### src/rtl/dmem_access_unit.sv
// dmem_access_unit: MEM-stage load/store initiator for big-endian word memory, sub-word stores by read-modify-write.
// Define DMAU_MISALIGN_TRAP_EN to fault misaligned accesses instead of forcing them aligned.
module dmem_access_unit #(
    parameter int RD_LAT = 2
) (
    input  logic        clk,
    input  logic        reset_n,
    input  logic        req_valid,
    output logic        req_ready,
    input  logic        req_write,
    input  logic [1:0]  req_size,
    input  logic        req_unsigned,
    input  logic [31:0] req_addr,
    input  logic [31:0] req_wdata,
    output logic        resp_valid,
    output logic [31:0] resp_rdata,
    output logic        resp_fault,
    output logic [31:0] mem_address,
    output logic [31:0] mem_writedata,
    output logic        mem_writeenable,
    output logic        mem_memread,
    input  logic [31:0] mem_data
);
    typedef enum logic [1:0] {IDLE, RD, WR, RESP} state_t;
    state_t state, state_nx;
    logic        accept, fault_in;
    logic [1:0]  off_in, off_q, size_q;
    logic        wr_q, uns_q;
    logic [15:0] wdata_q;
    logic [3:0]  cnt;
    logic [4:0]  sh_b, sh_h;
    logic [7:0]  rd_byte;
    logic [15:0] rd_half;
    logic [31:0] ld_val, merged;
    assign accept = req_valid && (state == IDLE);
`ifdef DMAU_MISALIGN_TRAP_EN
    assign fault_in = (req_size == 2'b01 && req_addr[0]) || (req_size[1] && req_addr[1:0] != 2'b00);
`else
    assign fault_in = 1'b0;
`endif
    // Lane offset with the low bits a halfword/word cannot use cleared
    assign off_in  = req_size[1] ? 2'b00 : req_size[0] ? {req_addr[1], 1'b0} : req_addr[1:0];
    assign sh_b    = {~off_q, 3'b000};
    assign sh_h    = {~off_q[1], 4'b0000};
    assign rd_byte = 8'(mem_data >> sh_b);
    assign rd_half = 16'(mem_data >> sh_h);
    assign ld_val  = size_q == 2'b00 ? {{24{~uns_q & rd_byte[7]}}, rd_byte}
                   : size_q == 2'b01 ? {{16{~uns_q & rd_half[15]}}, rd_half} : mem_data;
    assign merged  = size_q == 2'b00
                   ? (mem_data & ~(32'h0000_00FF << sh_b)) | ({24'b0, wdata_q[7:0]} << sh_b)
                   : (mem_data & ~(32'h0000_FFFF << sh_h)) | ({16'b0, wdata_q} << sh_h);
    always_ff @(posedge clk or negedge reset_n) begin
        if (!reset_n) state <= IDLE;
        else          state <= state_nx;
    end
    always_comb begin
        state_nx = state;
        case (state)
            IDLE: if (accept) state_nx = fault_in ? RESP : (req_write && req_size[1]) ? WR : RD;
            RD:   if (cnt == 4'd0) state_nx = wr_q ? WR : RESP;
            WR:   state_nx = RESP;
            RESP: state_nx = IDLE;
        endcase
    end
    always_comb begin
        req_ready       = state == IDLE;
        mem_memread     = state == RD;
        mem_writeenable = state == WR;
        resp_valid      = state == RESP;
    end
    always_ff @(posedge clk or negedge reset_n) begin
        if (!reset_n) begin
            wr_q          <= 1'b0;
            uns_q         <= 1'b0;
            size_q        <= 2'b00;
            off_q         <= 2'b00;
            wdata_q       <= 16'h0;
            cnt           <= 4'd0;
            mem_address   <= 32'h0;
            mem_writedata <= 32'h0;
            resp_rdata    <= 32'h0;
            resp_fault    <= 1'b0;
        end else if (accept) begin
            wr_q          <= req_write;
            uns_q         <= req_unsigned;
            size_q        <= req_size;
            off_q         <= off_in;
            wdata_q       <= req_wdata[15:0];
            cnt           <= 4'(RD_LAT - 1);
            mem_address   <= {req_addr[31:2], 2'b00};
            mem_writedata <= req_wdata;
            resp_rdata    <= 32'h0;
            resp_fault    <= fault_in;
        end else if (state == RD) begin
            if (cnt != 4'd0) cnt <= cnt - 4'd1;
            else if (wr_q)   mem_writedata <= merged;
            else             resp_rdata <= ld_val;
        end
    end
endmodule

### config.mk
export PLATFORM = sky130hd
export DESIGN_NAME = dmem_access_unit
export DESIGN_NICKNAME = d
export VERILOG_FILES = /design/src/rtl/dmem_access_unit.sv
export SDC_FILE = /design/constraint.sdc
export NUM_CORES = 1
export LEC_CHECK = 0
export ABC_AREA = 0
export CAP_MARGIN = 20
export CORE_ASPECT_RATIO = 0.8
export CORE_MARGIN = 2
export CORE_UTILIZATION = 42
export CTS_CLUSTER_SIZE = 12
export DETAILED_ROUTE_END_ITERATION = 10
export PLACE_DENSITY_LB_ADDON = 0.08
export SLEW_MARGIN = 5
export SYNTH_ARGS = -nofsm -noshare
export SYNTH_HDL_FRONTEND = slang
export SYNTH_SLANG_ARGS = --single-unit
### constraint.sdc
create_clock -name clk -period 2.03 [get_ports clk]
set_clock_uncertainty 0.05 [all_clocks]
set_input_delay 0.609 -clock clk [delete_from_list [all_inputs] [get_ports clk]]
set_output_delay 0.609 -clock clk [all_outputs]
set_load 0.02 [all_outputs]
After elaboration in Yosys (flattened, before gate mapping)
Cells that the tools add are included.

Register bits after elaboration: 122. Output and inout port bits: 101. Logic and storage cells: 70.

Add/sub/neg operators: 1. Equality and inequality tests: 8. Shift operators: 6. Multiplexer cells: 21. Bitwise logic cells: 11. Reductions and logical operators: 13.

Operators by type and width (number): 2-to-1 mux 32 bit (11); bitwise AND 32 bit (2); inverter 32 bit (2); OR 32 bit (2); left shift 16 x 5 -> 32 bit (1); left shift 16 x 5 -> 32 bit, first input constant (1); left shift 8 x 5 -> 32 bit (1); left shift 8 x 5 -> 32 bit, first input constant (1); >> shifter 32 x 5 -> 16 bit (1); >> shifter 32 x 5 -> 8 bit (1); 2-to-1 mux 4 bit (3); 2-to-1 mux 2 bit (4); case mux 2 bit (4 select lines) (1); AND reduction 3 bit (2); nonzero test 2 bit (3); == test 2 x 1 -> 1 bit, second input constant (2); == test 2 bit, second input constant (2); logical NOT 2 bit (2); logical NOT 4 bit (1); != test 2 x 1 -> 1 bit, second input constant (2); != test 2 bit, second input constant (2); AND reduction 2 bit (2); nonzero test 4 bit (1); subtractor 4 x 1 -> 4 bit, second input constant (1); other kinds (5) (9).

Depth between registers and ports, before layout
Word-level depth: 10. Gate-level depth with buffers: 8.

Worst setup path before layout
Ideal clock, no wire load.

Kind: register to register. Start: register state[1]. End: register resp_rdata[16]. Arrival time: 2.061 ns. Data required time: 1.905 ns. Path slack: -0.156 ns. Cell stages (with the launch flop): 9. Period minus slack after synthesis: 2.186 ns. Path through: dfrtp_1 inv_1 ha_1 and4bb_1 nand2_1 or4_1 buf_2 buf_6 o2bb2ai_2.

Elaborated cells on any way between the ends: 8. Those cells by class: 3 x eq/ne; 1 x mux; 4 x reduce/logical.

RTL lines: start: declaration (line 25) `state_t state, state_nx;`; start signal: assignment (line 54) `else state <= state_nx;`; == test 2 x 1 -> 1 bit; named net mem_memread (line 21) `output logic mem_memread,`; nonzero test 2 bit (no source line); AND reduction 3 bit (no source line); end signal: assignment (line 97) `else resp_rdata <= ld_val;`; end: declaration (line 16) `output logic [31:0] resp_rdata,`.

The timed path passes the listed nets, and every way through them passes these cells. A chain may end at the register's enable or synchronous reset.

Worst setup path after layout
Start: register state[1]. End: register resp_rdata[30].

Cells in the longest elaborated chain, start to end: 4. Elaborated cells on any way between the ends: 8. Those cells by class: 3 x eq/ne; 1 x mux; 4 x reduce/logical.

Ends and longest elaborated chain: logical NOT 2 bit (line 35) `assign accept = req_valid && (state == IDLE);`; logical AND 1 bit (line 35); != test 2 bit (no source line) / nonzero test 2 bit (equally long branches); AND reduction 3 bit (no source line).

Parallel ways exist; a longest one is shown, timed or not.

==> results.json <==
{
  "critPathMaxStageDelay_ns": 0.49,
  "number_of_synthesized_flops_with_an_enable_pin": 0,
  "cts.sinks": 122,
  "hp-class": "in2async",
  "max_clock_freq_mhz": 506,
  "maximum_number_of_pins_on_one_net_before_global_route_repair": 63,
  "clock_tree.buffer_depth": 2,
  "worst_setup_path_endpoint": "resp_rdata[30]$_DFFE_PN0P_",
  "synthesis.yosys.warnings": 0,
  "global_route.peak_usage_layer": "met2",
  "synth_area_mm2": 0.00598,
  "maxCapViolCount": 0,
  "combinationalPowerShare": 0.487,
  "layout_commonest_cell": "sky130_fd_sc_hd__nand2_1",
  "powerDensity_mw_per_mm2": 1550,
  "finalWeightedCongestion": 0.888,
  "static-leakage-power_uw": 0.00449,
  "layout_common_cells": "158 x sky130_fd_sc_hd__nand2_1, 122 x sky130_fd_sc_hd__dfrtp_1, 97 x sky130_fd_sc_hd__clkdlybuf4s50_1",
  "max_slew.worst_pin.slew_ns": 0.575,
  "setup.worst_path.end_class": "register",
  "drtPass1Iterations": 6,
  "cts_hold_buf": 0,
  "worst_ir_drop_vdd_v": 0.000772,
  "number_of_vias_per_cell_after_detailed_routing": 5.47,
  "finalHoldWorstSlack_ns": 0.0980,
  "p_seq_frac": 0.310,
  "final_layout_size_suffix_gt1_frac": 0.163,
  "post-synth-top-area-cell": "sky130_fd_sc_hd__dfrtp_1",
  "timing.critical_path.from_type": "register",
  "grt.total_usage": 0.269,
  "skew_pair_late_insertion_delay_ns": 0.41,
  "cts_htree_levels": 4,
  "number_of_global_route_vias_before_repair": 5870,
  "timing.reg2reg.worst_path_depth": 7,
  "final_net_count": 965,
  "seqCellArea_mm2": 0.00305,
  "synth_async_sr_flop_share": 1.00,
  "fp-row-count": 38,
  "drc": 0,
  "grt.met2_usage": 0.419,
  "drt_first_iter_violations": 405,
  "place_ws_ns": -0.616,
  "number_of_distinct_library_cells_after_synthesis": 44,
  "period_needed_ns": 1.98,
  "area_growth_pct": 52.8,
  "netlist_instances": 614,
  "floorplan.die.height_um": 111,
  "timing.critical_path.buf_inv": 2,
  "clock_tree_from_tritoncts": "built",
  "routed_wirelength_mm": 19.7,
  "grt_antenna_before_repair": 0,
  "n_antenna_cell": 0,
  "critPathTopFamily": "simple AND/OR/NAND/NOR gates",
  "hpwlAfterDp_mm": 14.4,
  "grt_remaining_overflow": 0,
  "drt-wirelength-per-cell_um": 18.8,
  "worst-r2r-setup-slack_ns": 0.05,
  "power.switching_uw": 5790,
  "layout_worst_path_cycle_share": 0.973,
  "fp.dieArea_mm2": 0.0152,
  "worst-endpoint-arrival_ns": 2.26,
  "finalHoldViolCount": 0,
  "synth.avg_cell_area_um2": 9.73,
  "timing.critical_path.depth": 7,
  "p_int_uw": 8340,
  "ant_nets": 0,
  "clock-root-buffer": "sky130_fd_sc_hd__clkbuf_16",
  "cts_made_buffers": 17,
  "outcome": "finished clean",
  "port-buffer-count": 200,
  "postLayoutSetupSlackWorst_ns": 0.0548,
  "critPathLaunch": "state[1]$_DFFE_PN0P_",
  "ys.flop_type": "sky130_fd_sc_hd__dfrtp_1",
  "netlist.area_leader.share": 0.511,
  "finalSetupTns_ns": 0,
  "first_pass_grt_wire_length_mm": 31.4,
  "overall_via_count_from_detail_route": 5728,
  "floorplan.core_area_mm2": 0.0137,
  "rr_endpoint": "resp_rdata[30]$_DFFE_PN0P_",
  "initial_utilization": 0.435,
  "final-setup-viol-count": 0,
  "worst_r2r_startpoint": "state[1]$_DFFE_PN0P_",
  "power.share.clock": 0.203,
  "ioPinCount": 204,
  "placed_cells": 1010,
  "path_clk_slew_ns": 0.06,
  "swShare": 0.410,
  "path_max_fanout": 8,
  "crit_required_ns": 2.31,
  "ys_ff_latch": 122,
  "fp.dieW_um": 137,
  "critical_path.cell_chain": "inv_2 > ha_4 > and4bb_2 > nand2_2 > or4_4 > buf_8 > o2bb2ai_1",
  "slew_headroom": 0.617,
  "layoutNonFillerInstCount": 1047,
  "worst-setup-path-type": "reg2reg",
  "cpMaxStageDelayCell": "sky130_fd_sc_hd__or4_4",
  "grt.met3_usage": 0.0741,
  "report.final.slew_viol_count": 0,
  "num-fill-cells": 1156,
  "multiInputGateArea_mm2": 0.00275,
  "globalRouteMet1Util": 0.367,
  "ys_top_cells_by_area": "sky130_fd_sc_hd__dfrtp_1 51%, sky130_fd_sc_hd__nand2_1 10%, sky130_fd_sc_hd__a21oi_1 4.4%",
  "synth_sequential_area_ratio": 0.511
}
[how the worst min path moves through the flow]
stage               slack (ns)                             to                         from  cells past startpoint
floorplan                 0.26             cnt[0]$_DFFE_PN0P_                      reset_n                      0
global placement          0.41    mem_address[14]$_DFFE_PN0P_  mem_address[14]$_DFFE_PN0P_                      2
detailed placement        0.41     mem_address[9]$_DFFE_PN0P_   mem_address[9]$_DFFE_PN0P_                      2
CTS                       0.09  mem_writedata[22]$_DFFE_PN0P_                      reset_n                      1
global route              0.11  mem_writedata[22]$_DFFE_PN0P_                      reset_n                      1
finish                     0.1  mem_writedata[22]$_DFFE_PN0P_                      reset_n                      1
[cells in the mapped netlist (all sizes together), types with 3 or more instances]
library cell	count
a22o	7
o221ai	16
dfrtp	122
a221oi	7
ha	7
and2	4
a211o	8
mux2i	26
buf	16
o21ai	13
nor2	38
o22ai	8
nand3	9
o22a	8
mux4	8
nor2b	16
a21oi	53
inv	8
clkbuf	30
o2bb2ai	16
mux2	3
o211ai	9
nand2	161
[routing by layer]
metal | vias up | routed length [um]
met4 | 0 | 288
met2 | 272 | 9290
met5 | - | 0
li1 | 2640 | -
met3 | 22 | 1770
met1 | 2794 | 8310
[flip-flops by register name, summed over array words and instances, names as in the netlist]
name,flops
cnt,4
mem_address,30
mem_writedata,32
off_q,2
resp_rdata,32
size_q,2
state,2
uns_q,1
wdata_q,16
wr_q,1
[timing repair]
item	in CTS	in global routing
pin swaps	3	3
endpoints found under the setup margin	117	23
resized for setup	114	14
buffers inserted	3	2
cloned	1	0
[per-stage QoR]
stage / power (uW) / utilization / area (um^2)
after floorplan: 8420 / - / 6000
after global placement: 11600 / 0.624 / 8580
after detailed placement: 11800 / 0.624 / 8580
after CTS: 14100 / 0.661 / 9080
after global routing: 15000 / 0.665 / 9130
final: 14100 / 0.665 / 9130
[power by group through the flow]
stage               clock [uW]  sequential [uW]  combinational (uW)
floorplan                    0             5250                3170
global placement             0             4360                7220
detailed placement           0             4400                7380
CTS                       2910             4360                6870
global route              3040             4510                7480
finish                    2870             4380                6890
[worst register-to-register path, stage by stage, from the launching register on]
cell and delay (ns):
sky130_fd_sc_hd__dfrtp_1 0.40, sky130_fd_sc_hd__inv_2 0.11, sky130_fd_sc_hd__ha_4 0.17, sky130_fd_sc_hd__and4bb_2 0.30
sky130_fd_sc_hd__nand2_2 0.08, sky130_fd_sc_hd__or4_4 0.49, sky130_fd_sc_hd__buf_8 0.18, sky130_fd_sc_hd__o2bb2ai_1 0.13
[logic make-up after synthesis]
| group | Yosys count | share of synthesized area |
|---|---|---|
| AOI/OAI and AO/OA | 149 | 0.181 |
| xor gates and xnor gates | 3 | 0.00440 |
| adders and majority gates | 7 | 0.0147 |
| buffers and inverters | 54 | 0.0398 |
| DFF | 122 | 0.511 |
| muxes | 37 | 0.0793 |
| other | 1 | 0.000627 |
| and+or+nand+nor | 241 | 0.170 |
[layout make-up]
class	instances	area share
Sequential cell	122	0.334
Multi-Input combinational cell	440	0.301
Timing Repair Buffer	266	0.275
Clock buffer	21	0.0515
Tap cell	180	0.0247
Clock inverter	10	0.0104
Inverter	8	0.00329
(Power assumes the default switching activity.)
